--- config.mk ---
export PLATFORM = sky130hd
export DESIGN_NAME = nd_2to1_arb
export DESIGN_NICKNAME = d
export VERILOG_FILES = /design/src/rtl/nd_2to1_arb.sv
export SDC_FILE = /design/constraint.sdc
export NUM_CORES = 1
export LEC_CHECK = 0
export CORE_ASPECT_RATIO = 0.6
export CORE_UTILIZATION = 30
export DETAILED_ROUTE_END_ITERATION = 6
export PLACE_DENSITY = 0.56
export SYNTH_ARGS = -nofsm -noshare
export SYNTH_HDL_FRONTEND = slang
export SYNTH_SLANG_ARGS = --single-unit
--- constraint.sdc ---
create_clock -name i_clk -period 3.3 [get_ports i_clk]
set_input_delay 0.495 -clock i_clk [delete_from_list [all_inputs] [get_ports i_clk]]
set_output_delay 0.495 -clock i_clk [all_outputs]
set_load 0.02 [all_outputs]
--- src/rtl/nd_2to1_arb.sv ---
// nd_2to1_arb: two-input merge node. Each inbound channel (rcv0, rcv1) feeds
// its own message FIFO; an output FSM drains the FIFOs onto snd0 using either
// round-robin or fixed rcv0-first arbitration. All channels use a 4-phase
// req/ack handshake with fields held stable while req is high.
module nd_2to1_arb #(
    parameter int FSZ       = 4,
    parameter int ASZ       = 8,
    parameter int DSZ       = 16,
    parameter int RSZ       = 4,
    parameter int PRIO_MODE = 0
) (
    input  logic           i_clk,
    input  logic           reset,
    output logic           ready,
    output logic [ASZ-1:0] snd0_src,
    output logic [ASZ-1:0] snd0_dst,
    output logic [DSZ-1:0] snd0_dat,
    output logic [RSZ-1:0] snd0_red,
    output logic           snd0_req,
    input  logic           snd0_ack,
    input  logic [ASZ-1:0] rcv0_src,
    input  logic [ASZ-1:0] rcv0_dst,
    input  logic [DSZ-1:0] rcv0_dat,
    input  logic [RSZ-1:0] rcv0_red,
    input  logic           rcv0_req,
    output logic           rcv0_ack,
    input  logic [ASZ-1:0] rcv1_src,
    input  logic [ASZ-1:0] rcv1_dst,
    input  logic [DSZ-1:0] rcv1_dat,
    input  logic [RSZ-1:0] rcv1_red,
    input  logic           rcv1_req,
    output logic           rcv1_ack
);

    // Packed message layout: {src, dst, dat, red}
    localparam int MW = 2 * ASZ + DSZ + RSZ;
    // FSZ is a power of two, so PW-bit pointers wrap modulo FSZ by themselves
    localparam int PW = $clog2(FSZ);
    localparam int CW = $clog2(FSZ + 1);

    localparam logic [1:0] ST_IDLE = 2'd0;
    localparam logic [1:0] ST_SEND = 2'd1;
    localparam logic [1:0] ST_BUSY = 2'd2;

    logic [MW-1:0]  mem_r [2][FSZ];
    logic [PW-1:0]  head_r [2];
    logic [PW-1:0]  tail_r [2];
    logic [CW-1:0]  cnt_r [2];
    logic [MW-1:0]  msg_in_s [2];
    logic [MW-1:0]  head_msg_s;

    logic [1:0]     req_s;
    logic [1:0]     empty_s;
    logic [1:0]     full_s;
    logic [1:0]     push_s;
    logic [1:0]     pop_s;
    logic [1:0]     ack_r;
    logic           grant_s;
    logic           rr_ptr_r;
    logic           ready_r;
    logic [1:0]     state_r;

    logic [ASZ-1:0] src_r;
    logic [ASZ-1:0] dst_r;
    logic [DSZ-1:0] dat_r;
    logic [RSZ-1:0] red_r;
    logic           snd_req_r;

    assign ready    = ready_r;
    assign snd0_src = src_r;
    assign snd0_dst = dst_r;
    assign snd0_dat = dat_r;
    assign snd0_red = red_r;
    assign snd0_req = snd_req_r;
    assign rcv0_ack = ack_r[0];
    assign rcv1_ack = ack_r[1];

    // Pack inbound fields and derive per-FIFO empty/full flags
    always_comb begin
        msg_in_s[0] = {rcv0_src, rcv0_dst, rcv0_dat, rcv0_red};
        msg_in_s[1] = {rcv1_src, rcv1_dst, rcv1_dat, rcv1_red};
        req_s       = {rcv1_req, rcv0_req};
        empty_s     = 2'b00;
        full_s      = 2'b00;
        for (int n = 0; n < 2; n++) begin
            empty_s[n] = (cnt_r[n] == CW'(0));
            full_s[n]  = (cnt_r[n] == CW'(FSZ));
        end
    end

    // Arbiter: choose which FIFO to pop while the output FSM is idle
    always_comb begin
        grant_s = 1'b0;
        pop_s   = 2'b00;
        if (ready_r && (state_r == ST_IDLE)) begin
            if (!empty_s[0] && !empty_s[1]) begin
                if (PRIO_MODE != 0) begin
                    grant_s = 1'b0;
                end else begin
                    grant_s = rr_ptr_r;
                end
                pop_s = grant_s ? 2'b10 : 2'b01;
            end else if (!empty_s[0]) begin
                grant_s = 1'b0;
                pop_s   = 2'b01;
            end else if (!empty_s[1]) begin
                grant_s = 1'b1;
                pop_s   = 2'b10;
            end else begin
                grant_s = 1'b0;
                pop_s   = 2'b00;
            end
        end else begin
            grant_s = 1'b0;
            pop_s   = 2'b00;
        end
        head_msg_s = mem_r[grant_s][head_r[grant_s]];
    end

    // Push qualification: a full FIFO still accepts when it is popped this cycle
    always_comb begin
        push_s = 2'b00;
        for (int n = 0; n < 2; n++) begin
            push_s[n] = ready_r && req_s[n] && !ack_r[n] && (!full_s[n] || pop_s[n]);
        end
    end

    // FIFO pointers, occupancy and inbound acknowledge
    always_ff @(posedge i_clk or negedge reset) begin
        if (!reset) begin
            for (int n = 0; n < 2; n++) begin
                head_r[n] <= PW'(0);
                tail_r[n] <= PW'(0);
                cnt_r[n]  <= CW'(0);
            end
            ack_r <= 2'b00;
        end else begin
            for (int n = 0; n < 2; n++) begin
                if (push_s[n]) begin
                    tail_r[n] <= tail_r[n] + PW'(1);
                end
                if (pop_s[n]) begin
                    head_r[n] <= head_r[n] + PW'(1);
                end
                case ({push_s[n], pop_s[n]})
                    2'b10:   cnt_r[n] <= cnt_r[n] + CW'(1);
                    2'b01:   cnt_r[n] <= cnt_r[n] - CW'(1);
                    default: cnt_r[n] <= cnt_r[n];
                endcase
                if (push_s[n]) begin
                    ack_r[n] <= 1'b1;
                end else if (ack_r[n] && !req_s[n]) begin
                    ack_r[n] <= 1'b0;
                end else begin
                    ack_r[n] <= ack_r[n];
                end
            end
        end
    end

    // FIFO storage; contents need no reset because occupancy is cleared
    always_ff @(posedge i_clk) begin
        for (int n = 0; n < 2; n++) begin
            if (push_s[n]) begin
                mem_r[n][tail_r[n]] <= msg_in_s[n];
            end
        end
    end

    // Output FSM: load snd0 regs on grant, then run the outbound 4-phase handshake
    always_ff @(posedge i_clk or negedge reset) begin
        if (!reset) begin
            ready_r   <= 1'b0;
            state_r   <= ST_IDLE;
            rr_ptr_r  <= 1'b0;
            snd_req_r <= 1'b0;
            src_r     <= ASZ'(0);
            dst_r     <= ASZ'(0);
            dat_r     <= DSZ'(0);
            red_r     <= RSZ'(0);
        end else begin
            ready_r <= 1'b1;
            case (state_r)
                ST_IDLE: begin
                    if (pop_s != 2'b00) begin
                        {src_r, dst_r, dat_r, red_r} <= head_msg_s;
                        snd_req_r <= 1'b1;
                        rr_ptr_r  <= ~grant_s;
                        state_r   <= ST_SEND;
                    end
                end
                ST_SEND: begin
                    if (snd0_ack) begin
                        snd_req_r <= 1'b0;
                        state_r   <= ST_BUSY;
                    end
                end
                ST_BUSY: begin
                    if (!snd0_ack) begin
                        state_r <= ST_IDLE;
                    end
                end
                default: begin
                    snd_req_r <= 1'b0;
                    state_r   <= ST_IDLE;
                end
            endcase
        end
    end

endmodule

==> impl_summary.md, run 1 <==
Synth
The main flop type after synthesis is sky130_fd_sc_hd__edfxtp_1. The synthesized netlist net count is 828. The most area-hungry cell type in the Yosys netlist is sky130_fd_sc_hd__edfxtp_1.

Summing every instance area after synthesis gives 0.0138 mm2. The number of synthesized register bits is 345. Dividing the synthesized area by the synthesized cell count gives 18.7 um2. Of all flip-flops after synthesis, the portion carrying an async set or reset was 16.5%. The count of unique library cells instantiated by Yosys is 49. The gate count after technology mapping is 741. The count of warnings emitted by yosys is 0. The share of the synthesized area in the top cell type is roughly 63%. Yosys attributes the largest share of cell area to sky130_fd_sc_hd__edfxtp_1, sky130_fd_sc_hd__dfrtp_1, sky130_fd_sc_hd__mux2i_1, sky130_fd_sc_hd__mux4_2, sky130_fd_sc_hd__mux2_2. The share of the Yosys chip area taken by registers is 72.8%. The synthesized design contains 288 enable-type register cells.

Route
The wire length on met2 is between 10000 and 15000 um. The sum of routed wire segments on met1 is 15400 um. The ratio of routed vias to standard cells is 4.58. The number of design-rule violations left by the first detailed-router iteration is approximately 360. The total met3 wirelength after detailed routing is 1570 um. The overall routed net length is 31900 um. For this run, design rule violations remaining after detail routing come to 0.

The routed layout has 7035 vias. The uppermost metal layer occupied by signal nets is met5. The first-pass detailed-route iteration total is 4.

The count of antenna-violating nets left after detailed routing is 0. After detailed routing, the average wire length per cell comes to 20.8 um.

Die
The total die area is 0.0470 mm2. The total I/O pin count is 117. The floorplan has 60 rows. The core outline area is 0.0451 mm2. From left edge to right edge, the die measures 279 um.

Once the floorplan was initialized, standard cells occupied 30.7% of the core. The height of the die is 168 um.

Worst setup path
The largest single stage delay on the critical path is about 420 ps. The worst setup path is captured at a flip-flop. The startpoint class of the critical path is a flip-flop. The setup slack of the worst register-to-register path is 770 ps. Along the worst path, the maximum fanout reaches 10.

The endpoint of the worst setup timing path is cnt_r[2]. The data arrival at the endpoint of the critical path is just under 3000 ps. The worst register-to-register path ends at cnt_r[2].

In this run the critical register-to-register path is launched from state_r[1]. The class of the most critical setup path is reg -> reg. In this run the worst setup path begins at state_r[1]. For this design, the slowest cell found on the critical path is sky130_fd_sc_hd__dfrtp_1. The critical path required time is 3740 ps. The number of cells on the worst reg-to-reg path is 8. Traced cell by cell, the critical path runs through nor3b_2 -> buf_4 -> o211a_4 -> nand2_1 -> fa_1 -> and2_1 -> mux2_2 -> mux2i_1.

Global routing
The number of global-route vias before repair is 7392. Entering global routing, the biggest net connects 58 pins. The first-pass GRT wire length is 47900 um. For this run the aggregate overflow at the end of global routing stands at 0. The combined global-route utilization of all metal layers is roughly 14%. The initial antenna violation count is 4.

Clock network
The level count of the clock H-tree is 2. For this design, the sink count on the clock tree is 345. After clock tree synthesis, the clock-pin slew on the worst setup and hold paths is 60 ps. The post-CTS repair timing setup buffer count is 0. The clock root buffer is sky130_fd_sc_hd__clkbuf_16. Once the clock tree was built, the resizer swapped 0 gates to a different size. The later pin in the worst-skew pair is clocked with a latency of 510 ps. The number of buffers inserted for hold repair after clock tree synthesis is 0. The CTS tree is built. The number of buffers on the longest clock path is 3. The clock buffer count from CTS is 34.

Job
The number of max-cap violations is 0.

Timing
The final worst-path cycle share is 76.6%. In the post-route analysis, the smallest setup slack over all paths is 772 ps. The peak clock frequency supported by timing is 396 MHz. The number of endpoints failing setup at the final stage is 0.

The final max-slew violation count was 0. Setup total negative slack on the finished layout was measured at 0 ps. The total count of hold-check failures in the final report is 0. The transition time at the pin with the least slew margin is 959 ps. The clock period could shrink to about 2500 ps. Measured against its own limit, the worst slew margin works out to 36.1%. Clock skew on the completed layout was measured at 22.8 ps. Setup repair after global routing left no endpoint under its margin.

Cells and area
The post-route netlist has 20.6% of its cells at a drive strength greater than 1. The number of nets in the layout is 974. From synthesis to final layout, the design area changed by 24.0%.

Hold path
The type of the most critical hold path is in -> async.

Power and ir drop
The reported leakage power is a little over 0.006 uW. In this run the power density over the cells is about 850 mW/mm2. IR analysis of the VDD net gives a maximum drop of 0.398 mV.

Placed design
Once detailed placement completed, the half-perimeter wirelength came to 20300 um. The worst-case setup slack after placement is approximately 660 ps. Port buffering added around 120 buffers. The placer congestion estimate is 0.734.

Status
The flow ran to the end, and the final reports show no timing, DRC or antenna violations.
-- power breakdown --
part,switching [uW],leakage [uW],internal [uW],total [uW]
logic,2230,0.00221,2160,4380
registers,586,0.00330,5400,5990
clock network,1610,0.000592,2590,4200
-- worst min-delay path by stage --
stage,slack (ps),to,cells after the start,start
2_1_floorplan,200,ack_r[0],0,reset
3_3_place_gp,470,snd0_src[0],2,snd0_src[0]
3_5_place_dp,470,snd0_src[0],2,snd0_src[0]
4_1_cts,150,snd0_src[1],1,reset
5_1_grt,170,snd0_dst[5],1,reset
6_report,140,snd0_src[1],1,reset
-- logic make-up (layout without fill, tap and decap cells) --
group	Yosys count	after routing	synth area share (%)
buf+inv	50	221	2.07
flops	345	345	72.8
compound gates	67	67	4.44
fa+ha+maj	10	10	1.01
simple gates	72	72	2.42
other cells	1	4	0.0271
mux	188	188	16.7
xor+xnor	8	8	0.507
-- final cells by class --
type,instances,area [um2]
clock inverters,14,246
flip-flops and latches,345,10100
fillers,4120,28000
repair buffers,148,1520
diodes,3,7.51
well taps,620,776
inverters,12,45.0
clock buffers,47,961
multi-input cells,346,3510
-- critical path, delay by kind of cell, from the launching register on --
kind / cells / cell delay, ps
buffers and inverters: 1 / 290
adders and majority gates: 1 / 410
AOI/OAI and AO/OA: 1 / 280
muxes: 2 / 390
and+or+nand+nor: 3 / 670
DFF: 1 / 420
-- stage by stage --
step                total power, uW  utilization, %  hold slack (ps)  area [um2]  cells
floorplan                      8920               -              199       13800    741
global placement              10500            35.3              465       15900   1471
detailed placement            10600            35.3              473       15900   1471
CTS                           14800            38.0              147       17100   1532
global route                  15300            38.0              172       17100   1532
finish                        14600            38.0              136       17200   1535
-- cells in the final DEF, fill, tap and decap left out, types with 3 or more instances in the layout --
cell type	synthesis	routed
sky130_fd_sc_hd__xnor2_1	7	7
sky130_fd_sc_hd__o221ai_1	6	6
sky130_fd_sc_hd__inv_1	12	12
sky130_fd_sc_hd__ha_1	8	8
sky130_fd_sc_hd__buf_12	1	10
sky130_fd_sc_hd__mux4_2	24	24
sky130_fd_sc_hd__mux2_2	30	30
sky130_fd_sc_hd__dfrtp_1	57	55
sky130_fd_sc_hd__o221ai_2	18	18
sky130_fd_sc_hd__edfxtp_1	288	288
sky130_fd_sc_hd__o21ai_0	16	16
sky130_fd_sc_hd__buf_4	3	23
sky130_fd_sc_hd__mux2_1	5	5
sky130_fd_sc_hd__bufinv_16	0	7
sky130_fd_sc_hd__nand2_1	46	46
sky130_fd_sc_hd__clkbuf_1	19	8
sky130_fd_sc_hd__clkinv_2	0	4
sky130_fd_sc_hd__a21oi_1	6	6
sky130_fd_sc_hd__and2_2	0	8
sky130_fd_sc_hd__mux2_4	16	16
sky130_fd_sc_hd__diode_2	0	3
sky130_fd_sc_hd__clkbuf_16	0	35
sky130_fd_sc_hd__clkdlybuf4s50_1	0	115
sky130_fd_sc_hd__nor2_1	5	5
sky130_fd_sc_hd__clkbuf_8	0	4
sky130_fd_sc_hd__a31oi_1	5	5
sky130_fd_sc_hd__mux2i_1	113	113
-- cells in the mapped netlist (2+ instances only) --
cell and number:
sky130_fd_sc_hd__mux4_2 24, sky130_fd_sc_hd__a21oi_1 6, sky130_fd_sc_hd__nand3b_1 2, sky130_fd_sc_hd__mux2i_1 113
sky130_fd_sc_hd__nand2_1 46, sky130_fd_sc_hd__nor3_1 2, sky130_fd_sc_hd__mux2_4 16, sky130_fd_sc_hd__buf_2 6
sky130_fd_sc_hd__fa_1 2, sky130_fd_sc_hd__o221ai_1 6, sky130_fd_sc_hd__mux2_2 30, sky130_fd_sc_hd__o21ai_0 16
sky130_fd_sc_hd__o211a_1 2, sky130_fd_sc_hd__buf_6 7, sky130_fd_sc_hd__edfxtp_1 288, sky130_fd_sc_hd__a21o_1 2
sky130_fd_sc_hd__mux2_1 5, sky130_fd_sc_hd__a31oi_1 5, sky130_fd_sc_hd__or3_1 2, sky130_fd_sc_hd__xnor2_1 7
sky130_fd_sc_hd__inv_1 12, sky130_fd_sc_hd__buf_4 3, sky130_fd_sc_hd__ha_1 8, sky130_fd_sc_hd__clkbuf_1 19
sky130_fd_sc_hd__o221ai_2 18, sky130_fd_sc_hd__dfrtp_1 57, sky130_fd_sc_hd__and3_1 2, sky130_fd_sc_hd__and2_1 10
sky130_fd_sc_hd__nor2_1 5
-- flip-flops by register name, summed over array words and instances (netlist names), 2 cells and up --
name,flops
cnt_r,6
mem_r,288
ack_r,2
snd0_dat,16
state_r,2
tail_r,4
snd0_dst,8
snd0_src,8
head_r,4
snd0_red,4
-- layer usage --
layer	track usage (%)	vias up
li1	-	3202
met1	19.7	3649
met2	21.4	138
met3	3.07	44
met4	2.60	2
met5	0	-
Power figures use the tool's default switching activity.
==> run 2: changes to the inputs <==
==> constraint.sdc (replaced) <==
create_clock -name i_clk -period 2.6 [get_ports i_clk]
set_input_delay 0.39 -clock i_clk [delete_from_list [all_inputs] [get_ports i_clk]]
set_output_delay 0.39 -clock i_clk [all_outputs]
set_load 0.02 [all_outputs]
==> run 2 against run 1 <==
  * Critical path depth down 2
  * Flip-flop and latch count unchanged
  * Core utilization up 0.14 points
  * Wire length down 1.6%
  * Cell area up 0.37%
  * Hold slack better by 330 ps
  * Maximum frequency up 6.9%
  * Cell count up 0.65%
  * Largest power group unchanged
==> impl_summary.md, run 2 (synthesis results as in run 1) <==
Cells and area
The final-layout fill cell count is 4118. The register with the most flip-flops in the layout has 288 of them. The relative area change from synthesis to final layout is 24.5%. The fraction of final layout cells with drive strength greater than 1 is 20.8%. After routing the design area is between 0.015 and 0.02 mm2. The net count of the finished layout is 984.

The commonest non-fill, non-tap cell in the layout is sky130_fd_sc_hd__edfxtp_1. Leaving out fill and tap cells, the most frequent cells in the layout are sky130_fd_sc_hd__edfxtp_1, sky130_fd_sc_hd__clkdlybuf4s50_1, sky130_fd_sc_hd__mux2i_1, sky130_fd_sc_hd__dfrtp_1, sky130_fd_sc_hd__nand2_1. The final core utilization is 38.2%.

Global routing
The initial antenna violation count is 1. The largest net degree at the start of global routing is 43. The combined global-route utilization of all metal layers is between 10% and 20%. After global routing the overflow that remains totals 0. The number of global-route vias before repair is 7099. The first global-routing pass estimated between 40000 and 50000 um of wire.

Placed design
Once placement finished, the instance area stood at 0.0161 mm2. During placement, the flow inserted port buffers numbering 116. The congestion estimate from routability-driven global placement came to between 0.7 and 0.8. The half-perimeter wire length after detailed placement is roughly 20000 um. OpenSTA, run right after detailed placement, puts the worst setup slack at 159 ps.

Power and ir drop
The total power draw is between 15000 and 20000 uW. The worst-case IR drop observed on VDD is ~0.43 mV. Cell internal power was estimated by the tool at 12400 uW. Net switching is 31.1% of the power. The fraction of power consumed by combinational cells is 31.8%. Per report_power, the sequential group accounts for 41.8% of the total. The power share of the clock group is 26.4%. The reported leakage power is 0.00612 uW.

The analysis attributes to net switching a power of 5630 uW. Power spread over the standard cell area amounts to 1050 mW/mm2.

Timing
Setup repair after global routing left no endpoint under its margin. Adding up every negative setup slack in the final design gives 0 ps. At the pin with the least slew margin, the transition time is 721 ps. The final critical path takes up 91.0% of the cycle. The clock arrives with 17.9 ps of skew. The post-route worst setup slack is ~230 ps. The final max-slew violation count was 0.

The worst path in the final design needs a cycle of 2370 ps, including I/O delays and setup. The peak clock frequency supported by timing is 423 MHz. Headroom to the max-slew limit came out at 51.9%. The total count of hold-check failures in the final report is 0. The number of endpoints failing setup at the final stage is 0.

Route
The overall routed net length is 31400 um. The count of nets left with antenna violations once routing finished came out at 0. In the routed layout, each cell is associated on average with a via count of ~4.6. Dividing the detail-routed wire length by the instance count gives just over 20 um. The overall via count from detail_route is ~7000. The pre-antenna-repair detailed-routing pass consisted of 5 iterations. The post-route DRC violation count is 0. The number of design-rule violations left by the first detailed-router iteration is 564.

Worst setup path
The setup path with the least slack is of type reg -> reg. The startpoint class of the critical path is a flip-flop. The setup slack of the worst register-to-register path is 230 ps. The critical path required time is 2800 ps. The nature of the critical path endpoint is a flip-flop. Data on the critical path arrives at its endpoint at roughly 2600 ps. Of all nets on the critical path, the largest fanout is 20.

Die
Once the floorplan was initialized, standard cells occupied 30.7% of the core. The core region is 0.0451 mm2. The total die area is between 0.04 and 0.05 mm2. The total I/O pin count is 117.

The number of standard-cell rows in the floorplan is 60. The die width is 279 um. The height of the die is roughly 170 um.

Clock network
Clock-pin slew was measured on the worst setup and hold paths at ~60 ps. TritonCTS built the clock tree. The longest clock path from root to sink contains 3 buffers. The post-CTS repair timing setup buffer count is 0. The clock reaches the later pin of the worst-skew pair after between 500 and 600 ps.

The number of buffers inserted for hold repair after clock tree synthesis is 1. The post-cts gate resize count is 0. Clock tree synthesis found a total of 345 sinks. Buffers inserted during clock tree synthesis total 35. The clock root buffer is sky130_fd_sc_hd__clkbuf_16. The clock tree synthesis step divided the H-tree into 2 levels.

Job
Max-cap violations in this run came to 0.

Status
The run finished with clean final reports.

Hold path
In this run the worst hold path is classified as in -> async.
## run 2: final timing paths
check / from / to / cells after the start
max: state_r[1] / mem_r[1][116] / 6
min: reset / snd0_dst[5] / 2
max reg2reg: state_r[1] / mem_r[1][116] / 6
min reg2reg: snd0_req / snd0_req / 2
max in group asynchronous: reset / snd0_dat[2] / 3
min in group i_clk: snd0_req / snd0_req / 2
## run 2: layout make-up
cell class | instances | area, um2 | area share, %
Antenna cell | 1 | 2.50 | 0.0145
Clock buffer | 52 | 981 | 5.70
Clock inverter | 12 | 98.8 | 0.574
Inverter | 12 | 45.0 | 0.262
Multi-Input combinational cell | 346 | 3510 | 20.4
Sequential cell | 345 | 10100 | 58.6
Tap cell | 620 | 776 | 4.51
Timing Repair Buffer | 157 | 1720 | 9.99
## run 2: critical path, cell delays in order (launching register included)
cell                      delay, ps
sky130_fd_sc_hd__dfrtp_1        420
sky130_fd_sc_hd__nor3b_2        480
sky130_fd_sc_hd__o21ai_0        190
sky130_fd_sc_hd__a31oi_1        320
sky130_fd_sc_hd__buf_4          200
sky130_fd_sc_hd__and2_2         200
sky130_fd_sc_hd__buf_12         210
## run 2: per-stage QoR
step           instances  hold slack (ps)
3_3_place_gp        1479              462
6_report            1545              467
3_5_place_dp        1479              476
4_1_cts             1544              473
5_1_grt             1544              488
2_1_floorplan        741             94.4
## run 2: power by group through the flow
stage / registers [uW] / logic [uW] / clock network, uW
after floorplan: 7600 / 3720 / 0
after global placement: 7680 / 5760 / 0
after detailed placement: 7680 / 5830 / 0
after CTS: 7570 / 5860 / 4920
after global routing: 7660 / 6210 / 5130
final: 7550 / 5740 / 4770
## run 2: routing by layer
| metal | vias up | routed length (um) | track usage (%) | share of wire (%) |
|---|---|---|---|---|
| li1 | 3218 | - | - | - |
| met1 | 3626 | 15900 | 20.6 | 51 |
| met2 | 151 | 13700 | 19.7 | 44 |
| met3 | 38 | 1370 | 2.57 | 4.4 |
| met4 | 0 | 414 | 2.80 | 1.3 |
| met5 | - | 0 | 0 | 0 |
==> run 3: changes to the inputs <==
--- a/config.mk
+++ b/config.mk
@@ -6,8 +6,11 @@
 export NUM_CORES = 1
 export LEC_CHECK = 0
 export CORE_ASPECT_RATIO = 0.6
+export CORE_MARGIN = 2
 export CORE_UTILIZATION = 30
 export DETAILED_ROUTE_END_ITERATION = 6
+export GPL_ROUTABILITY_DRIVEN = 0
+export HOLD_SLACK_MARGIN = 0.02
 export PLACE_DENSITY = 0.56
 export SYNTH_ARGS = -nofsm -noshare
 export SYNTH_HDL_FRONTEND = slang
==> run 3 against run 2 <==
  * Flip-flop and latch count unchanged
  * Clock-buffer cell count down 14
  * First-iteration DRC count down 5.5%
  * Wire length up 0.85%
  * Worst setup slack better by 53 ps
  * Clock skew down 1.3 ps
  * Non-clock buffer count down 1
  * Hold slack worse by 61 ps
  * Cell area down 0.57%
  * Largest cell class unchanged
  * Highest routed layer unchanged
==> impl_summary.md, run 3 (synthesis results as in run 1) <==
Die
The floorplan step set the die width to 281 um. The height of the die is ~170 um. The total die area is 0.0479 mm2. The initial core utilization is 30.7%.

117 I/O pins were placed. Row generation in the floorplan step produced 60 rows. The core outline area is between 0.04 and 0.05 mm2.

Timing
Setup slack on the critical path of the routed design comes to 287 ps. The final-layout setup total negative slack is 0 ps. The peak clock frequency supported by timing is roughly 430 MHz. The minimum period implied by the final worst setup slack is about 2300 ps. The number of endpoints failing setup at the final stage is 0. Setup repair after global routing left no endpoint under its margin.

The tightest hold path in the finished design has a slack of 406 ps. The total count of hold-check failures in the final report is 0. The transition time at the pin with the least slew margin is 1200 ps. Measured against its own limit, the worst slew margin works out to approximately a fifth.

The setup skew after layout is approximately 17 ps. The final worst-path cycle share is 88.9%. The final max-slew violation count is 0.

Clock network
The root buffer cell chosen for the clock tree is sky130_fd_sc_hd__clkbuf_16. At the later pin of the worst-skew pair, clock insertion delay measures 580 ps. CTS saw ~350 sinks. In this run the post-CTS setup repair buffer count came out at 0. After clock tree synthesis, the clock-pin slew on the worst setup and hold paths is ~70 ps. The post-cts gate resize count is 0. The clock buffer count from CTS is 31. CTS built an H-tree with a depth of 1. The CTS tree is built. The number of buffers inserted for hold repair after clock tree synthesis is 1. In this run the deepest clock path goes through 3 buffers.

Placed design
Timing analysis after detailed placement gives a worst setup slack of 268 ps. The port buffer count is between 100 and 150. The post-placement cell count is 1478. After legalization and detailed placement, the total HPWL measured 20500 um.

Worst setup path
The critical path contains buffers and inverters numbering 3 combined. The kind of cell adding the most delay to the critical path is buffers and inverters. Data on the critical path is required at its endpoint by roughly 2900 ps.

The worst setup path is launched from a flip-flop. The largest stage delay on the critical path is 430 ps. The signal on the critical path passes through nor3_1 -> buf_4 -> o21ai_0 -> a31oi_1 -> buf_4 -> and2_2 -> buf_12. By instance count, the cell type seen most on the critical path is sky130_fd_sc_hd__buf_4. The setup slack of the worst register-to-register path is 290 ps.

The nature of the critical path endpoint is a flip-flop. The class of the most critical setup path is reg -> reg. The largest fanout of any net on the critical path is 20. The slowest stage of the critical path is the sky130_fd_sc_hd__dfrtp_1 cell. The data arrival at the endpoint of the critical path is 2590 ps.

Global routing
The initial antenna violation count is 2. The combined global-route utilization of all metal layers is between 10% and 20%. The number of global-route vias before repair came to about 7200. For this run the aggregate overflow at the end of global routing stands at 0. The first-pass GRT wire length is 47600 um.

Entering global routing, the biggest net connects 52 pins.

Cells and area
The relative area change from synthesis to final layout is 23.8%. The commonest non-fill, non-tap cell in the layout is sky130_fd_sc_hd__edfxtp_1. In the layout the commonest cells are sky130_fd_sc_hd__edfxtp_1, sky130_fd_sc_hd__clkdlybuf4s50_1, sky130_fd_sc_hd__mux2i_1, sky130_fd_sc_hd__dfrtp_1, sky130_fd_sc_hd__nand2_1. The number of nets in the layout is around 1000. Of the cells placed in the final design, the portion with a size suffix greater than 1 is 20.7%.

The register with the most flip-flops in the layout has 288 of them. The number of standard cells in the final layout excluding fillers is 1537.

Route
The ratio of routed vias to standard cells is approximately 4.6. The overall via count from detail_route is 7019. The count of antenna-violating nets left after detailed routing is 0.

In the final routed layout, each cell accounts on average for 20.6 um. In the routed design, unresolved DRC markers number 0. The overall routed net length is 31600 um.

The pre-antenna-repair detailed-routing pass consisted of 5 iterations. In this run, the number of DRC markers left after iteration 0 of detailed routing was 533.

Power and ir drop
The maximum VDD drop is ~0.53 mV. The reported leakage power is 0.00607 uW. The power density normalized to cell area is approximately 1000 mW/mm2.

The design draws 17900 uW.

Status
The flow ran to the end, and the final reports show no timing, DRC or antenna violations.

Hold path
The type of the most critical hold path is in -> async.

Job
Across the run, the number of max-cap violations was 0.
[run 3: where the power goes]
part | switching (uW) | internal (uW) | leakage (uW)
clock | 2030 | 2590 | 0.000486
sequential | 619 | 6860 | 0.00330
combinational | 2970 | 2830 | 0.00228
[run 3: cell type report]
type	instances	area, um2
clock buffer	38	802
inverter	12	45.0
clock inverter	18	198
sequential	345	10100
tap	620	776
timing repair buffer	156	1700
fill	4116	28000
multi-input combinational	346	3510
antenna	2	5.00
[run 3: final timing paths]
check                       startpoint           end  cells past startpoint
hold / removal                   reset   snd0_dst[2]                      2
min in group i_clk            snd0_ack    state_r[1]                      2
setup / recovery              cnt_r[4]  mem_r[1][50]                      7
setup reg to reg              cnt_r[4]  mem_r[1][50]                      7
hold reg to reg            snd0_dst[2]   snd0_dst[2]                      2
max in group asynchronous        reset     head_r[3]                      2
[run 3: through the flow]
step / utilization, % / area [um2]
5_1_grt: 37.9 / 17100
2_1_floorplan: - / 13800
6_report: 37.9 / 17100
3_3_place_gp: 35.7 / 16100
4_1_cts: 37.9 / 17100
3_5_place_dp: 35.7 / 16100
[run 3: per-layer routing]
metal | track usage [%] | vias up | share of wire [%]
li1 | - | 3203 | -
met1 | 20.0 | 3627 | 49
met2 | 20.4 | 155 | 45
met3 | 2.42 | 34 | 4.8
met4 | 2.33 | 0 | 1.4
met5 | 0 | - | 0
